File: config.mk
export PLATFORM = sky130hd
export DESIGN_NAME = tx_slot_scheduler
export DESIGN_NICKNAME = d
export VERILOG_FILES = /design/src/rtl/tx_slot_scheduler.sv
export SDC_FILE = /design/constraint.sdc
export NUM_CORES = 1
export LEC_CHECK = 0
export BUFFER_PORTS_ARGS = -buffer_cell sky130_fd_sc_hd__buf_4
export CAP_MARGIN = 20
export CORE_MARGIN = 5
export CORE_UTILIZATION = 51
export DETAILED_ROUTE_END_ITERATION = 16
export PLACE_DENSITY = 0.76
export SLEW_MARGIN = 40
export SYNTH_ARGS = -nofsm -noshare
export SYNTH_HDL_FRONTEND = slang
export SYNTH_SLANG_ARGS = --single-unit
File: constraint.sdc
create_clock -name clk -period 1.7 [get_ports clk]
set_clock_uncertainty 0.05 [all_clocks]
set_input_delay 0.51 -clock clk [delete_from_list [all_inputs] [get_ports clk]]
set_output_delay 0.51 -clock clk [all_outputs]
set_load 0.1 [all_outputs]
File: src/rtl/tx_slot_scheduler.sv
// TDMA transmit sequencer: slot timing, carrier sense, bounded retry/backoff.
// Optional macro TX_SLOT_LFSR_BACKOFF_EN selects LFSR-randomised backoff.
module tx_slot_scheduler #(
    parameter int SLOT_CYCLES = 256,
    parameter int NUM_SLOTS   = 64,
    parameter int TX_GUARD    = 32,
    parameter int MAX_RETRY   = 3
) (
    input  logic       clk,
    input  logic       nrst,
    input  logic       frame_sync,
    input  logic [5:0] my_timeslot,
    input  logic       pkt_ready,
    input  logic       channel_clear,
    input  logic       tx_ack,
    output logic       tx_start,
    output logic       tx_busy,
    output logic       tx_done,
    output logic       tx_drop,
    output logic [5:0] cur_slot,
    output logic [1:0] retry_cnt
);
    localparam int CW      = $clog2(SLOT_CYCLES);
    localparam int LAST_OK = SLOT_CYCLES - 1 - TX_GUARD;

    typedef enum logic [2:0] {
        S_IDLE,
        S_WAIT_SLOT,
        S_SENSE,
        S_BACKOFF,
        S_TX,
        S_DONE,
        S_DROP
    } state_t;

    state_t        state_q, state_d;
    logic [CW-1:0] cyc_q, cyc_d;
    logic [5:0]    slot_q, slot_d;
    logic          synced_q, synced_d;
    logic [1:0]    retry_q, retry_d;
    logic [5:0]    bo_q, bo_d, bo_load;
    logic          slot_ok;

    // frame_sync wins over the natural slot/frame wrap
    always_comb begin
        cyc_d    = cyc_q + CW'(1);
        slot_d   = slot_q;
        synced_d = synced_q;
        if (frame_sync) begin
            cyc_d    = '0;
            slot_d   = '0;
            synced_d = 1'b1;
        end else if (cyc_q == CW'(SLOT_CYCLES - 1)) begin
            cyc_d  = '0;
            slot_d = (slot_q == 6'(NUM_SLOTS - 1)) ? 6'd0 : slot_q + 6'd1;
        end
    end

    assign slot_ok = (slot_q == my_timeslot) && (int'(cyc_q) <= LAST_OK);

`ifdef TX_SLOT_LFSR_BACKOFF_EN
    logic [15:0] lfsr_q;

    always_ff @(posedge clk or posedge nrst) begin
        if (nrst) begin
            lfsr_q <= 16'hACE1;
        end else begin
            lfsr_q <= {lfsr_q[0] ^ lfsr_q[2] ^ lfsr_q[3] ^ lfsr_q[5],
                       lfsr_q[15:1]};
        end
    end

    // counter holds length-1; mask uses the incremented retry count
    assign bo_load = lfsr_q[5:0] & ((6'd8 << retry_q) - 6'd1);
`else
    assign bo_load = (6'd4 << retry_q) - 6'd1;
`endif

    always_comb begin
        state_d  = state_q;
        retry_d  = retry_q;
        bo_d     = bo_q;
        tx_start = 1'b0;
        unique case (state_q)
            S_IDLE: begin
                if (pkt_ready && synced_q) begin
                    state_d = S_WAIT_SLOT;
                    retry_d = '0;
                end
            end
            S_WAIT_SLOT: begin
                if (slot_ok) state_d = S_SENSE;
            end
            S_SENSE: begin
                if (channel_clear) begin
                    state_d  = S_TX;
                    tx_start = 1'b1;
                end else if (int'(retry_q) < MAX_RETRY) begin
                    state_d = S_BACKOFF;
                    retry_d = retry_q + 2'd1;
                    bo_d    = bo_load;
                end else begin
                    state_d = S_DROP;
                end
            end
            S_BACKOFF: begin
                if (bo_q == 6'd0) begin
                    state_d = slot_ok ? S_SENSE : S_WAIT_SLOT;
                end else begin
                    bo_d = bo_q - 6'd1;
                end
            end
            S_TX: begin
                if (tx_ack) state_d = S_DONE;
            end
            S_DONE:  state_d = S_IDLE;
            S_DROP:  state_d = S_IDLE;
            default: state_d = S_IDLE;
        endcase
    end

    always_ff @(posedge clk or posedge nrst) begin
        if (nrst) begin
            state_q  <= S_IDLE;
            cyc_q    <= '0;
            slot_q   <= '0;
            synced_q <= 1'b0;
            retry_q  <= '0;
            bo_q     <= '0;
        end else begin
            state_q  <= state_d;
            cyc_q    <= cyc_d;
            slot_q   <= slot_d;
            synced_q <= synced_d;
            retry_q  <= retry_d;
            bo_q     <= bo_d;
        end
    end

    assign tx_busy   = (state_q == S_WAIT_SLOT) || (state_q == S_SENSE) ||
                       (state_q == S_BACKOFF) || (state_q == S_TX);
    assign tx_done   = (state_q == S_DONE);
    assign tx_drop   = (state_q == S_DROP);
    assign cur_slot  = slot_q;
    assign retry_cnt = retry_q;
endmodule

==> impl_results.md <==
* Synth Area in Compound Gates at 15.29%
* Multiplexer share of the synthesized area at 0.6304%
* Drt pass-1 iters at 4
* Slew @ Worst Pin at 337.2 ps
* Simple-gate area share of the yosys netlist at 25.14%
* Async S/R FF share, synth at 100.0%
* Area after DPL at 2014 um2
* Rel. slew slack at 77.52%
* Initial antenna violation count at 0
* Setup violators final at 11
* Highest-count cells in the layout ignoring fill and taps: buf_4, dfrtp_1, nor2_1
* First-pass GRT wire length at 7376 um
* Yosys cell types at 44
* Layout fillers at 180
* # IOs at 24
* Layout cells sized above 1 at 42.98%
* Total core area at 3028 um2
* Most common cell after layout, fill and taps aside: buf_4
* Synth top area share at 40.98%
* Die area at 4329 um2
* WP data arrival at 1380 ps
* Worst-path maximum fanout at 6
* Layout Cells excl Fill at 272
* Die Height at 65.80 um
* Synth Warn # at 0
* DRC at 0
* Wire per inst at 17.13 um
* Hold Crit Class: in2async
* Area leader, netlist: dfrtp_1
* Finished Cell Area at 2439 um2
* Vias at 1553
* Global route overflow at 0
* CTS tree: built
* Clk pwr share at 15.5%
* RSZ-0062 raised after global routing: yes
* Final ANT Viol Nets at 0
* Crit. End Element: output port
* Drt total wl at 4659 um
* Detail Placement HPWL at 2922 um
* Req. time, crit path at 1140 ps
* Main combinational cell family by area after synthesis: simple AND/OR/NAND/NOR gates
* Final GP Congestion at 0.8051
* GR Util All Layers at 22.28%
* Number of flops mapped to enable cells by yosys at 0
* Vias in the first global route at 1600
* Num rows at 20
* Largest net degree at the start of global routing at 27
* Logic pwr share at 55.9%
* Cts bufs inserted at 3
* Failing checks: setup timing
* Fin crit period at 1945 ps
* Most common flop cell mapped by yosys: dfrtp_1
* Cell-internal power at 0.001663 W
* Root Driver: clkbuf_4
* # port buffers at 23
* Initial DRC Count at 135
* N_diodes at 0
* Yosys reg bits at 26
* Fin nets at 248
* Cells after synthesis at 176
* Startpoint types: flip-flop
* Cell count after placement at 255
* Hold Vio Cnt, Final at 0
* Sw Share at 41.91%
* Clock-pin slew on the worst setup and hold paths at 160 ps
* Max_cap viols at 0
* Clk_lat worst skew at 330 ps
* Syn-to-layout area delta at 53.59%
* Status: finished with violations
* Syn_nets at 195
* Power density over the cells at 1174 nW/um2
* Leakage at 1.039 nW
* Tcrit/Tclk final at 114.4%
* VDD IR max at 0.0006586 V
* Post-synthesis xor/xnor area fraction at 9.377%
* Vias/cell at 5.710
* Fin. max-slew vios at 0
* Largest cells by area after synthesis: dfrtp_1, xor2_1, ha_1, nand2_1, nor2_1
* Reg power frac at 28.6%
* Design Power at 0.002863 W
* Synth Area in Adders at 5.516%
* CP Class: reg2out
* Register area share after synthesis at 40.98%
* Post-Syn Area at 1588 um2
* Fmax at 514.2 MHz
* Total clock sinks at 26
* Initial Util at 52.44%
* H-tree Lvls at 1
* Die Wd at 65.80 um
* Mean Syn Cell Area at 9.021 um2
* Max clock buf depth at 2
* Cts-stage hold buffer count at 0
* NetSw at 0.001200 W
* Final worst slack at -244.6 ps
==> cell type report <==
class	instances	area, um2	share of cell area (%)
Timing Repair Buffer	53	531.8	21.81
Inverter	7	31.28	1.283
Clock inverter	1	30.03	1.231
Sequential cell	26	675.6	27.71
Clock buffer	3	22.52	0.9236
Multi-Input combinational cell	138	1092	44.79
Tap cell	44	55.05	2.258
==> layer usage <==
metal / share of wire [%] / track usage [%]
met5: 0 / 0
met4: 2.4 / 10.36
met3: 2.9 / 4.082
met2: 54 / 38.92
met1: 40 / 26.16
==> through the flow <==
stage / util [%] / TNS [ps] / setup slack (ps) / hold WS (ps)
finish: 80.54 / -1439 / -244.6 / 160.9
global route: 80.54 / -2246 / -295.7 / 174.7
CTS: 75.99 / -956.6 / -250.0 / 167.1
detailed placement: 66.53 / -539.2 / -149.2 / 429.4
global placement: 66.53 / -323.2 / -128.4 / 413.7
floorplan: - / -725.8 / -210.9 / 397.0
==> cells by family (layout without fill, tap and decap cells) <==
group           after synthesis  in the layout
compound gates               37             37
simple gates                 76             76
mux                           1              1
xor+xnor                     17             17
flops                        26             26
fa+ha+maj                     7              7
buf+inv                      12             64
==> Yosys cell counts, types with 2 or more instances <==
master	instances
inv_1	7
and3b_1	2
nand4_1	4
or2_2	2
nand3_1	8
dfrtp_1	26
buf_2	3
o21ai_0	7
o22ai_1	3
clkbuf_1	2
nor4_1	4
o21a_1	2
a21o_1	3
nor3_1	4
nor3b_1	3
ha_1	7
nand2b_1	2
xor2_1	11
a21oi_1	8
nand2_1	17
nor2_1	17
xnor2_1	6
nor2b_1	2
a31oi_1	3
and3_1	4
==> sequential cells by signal, indices dropped and copies added (netlist names) <==
name / flops
bo_q: 6
cur_slot: 6
cyc_q: 8
retry_cnt: 2
state_q: 3
synced_q: 1
==> worst max-delay path, stage by stage (launching register included) <==
cell      delay, ps
dfrtp_1         420
buf_6           140
nand2b_4        150
nor3_4          150
buf_12          200
==> worst paths after layout <==
kind,from,endpoint,slack [ps],depth (start not counted)
setup / recovery,state_q[2],tx_start,-240,4
hold / removal,nrst,cyc_q[3],160,3
setup reg to reg,bo_q[0],bo_q[2],-110,4
hold reg to reg,cyc_q[0],cyc_q[0],440,1
max in group asynchronous,nrst,retry_cnt[1],1150,3
min in group clk,frame_sync,cur_slot[4],360,2
==> repair_timing <==
action / 4_1_cts / 5_1_grt
setup endpoints to repair: 14 / 20
pin swaps: 11 / 8
resized for setup: 34 / 27
endpoints found under the hold margin: 0 / 0
buffers inserted: 11 / 2
==> power by group through the flow <==
| stage | logic, W | registers [W] | clock network (W) |
|---|---|---|---|
| global route | 0.00172 | 0.000831 | 0.000480 |
| global placement | 0.00112 | 0.000810 | 0 |
| floorplan | 0.000715 | 0.000919 | 0 |
| finish | 0.00160 | 0.000819 | 0.000443 |
| CTS | 0.00136 | 0.000806 | 0.000448 |
| detailed placement | 0.00115 | 0.000813 | 0 |
No activity file was read; power rests on OpenSTA's default activity.
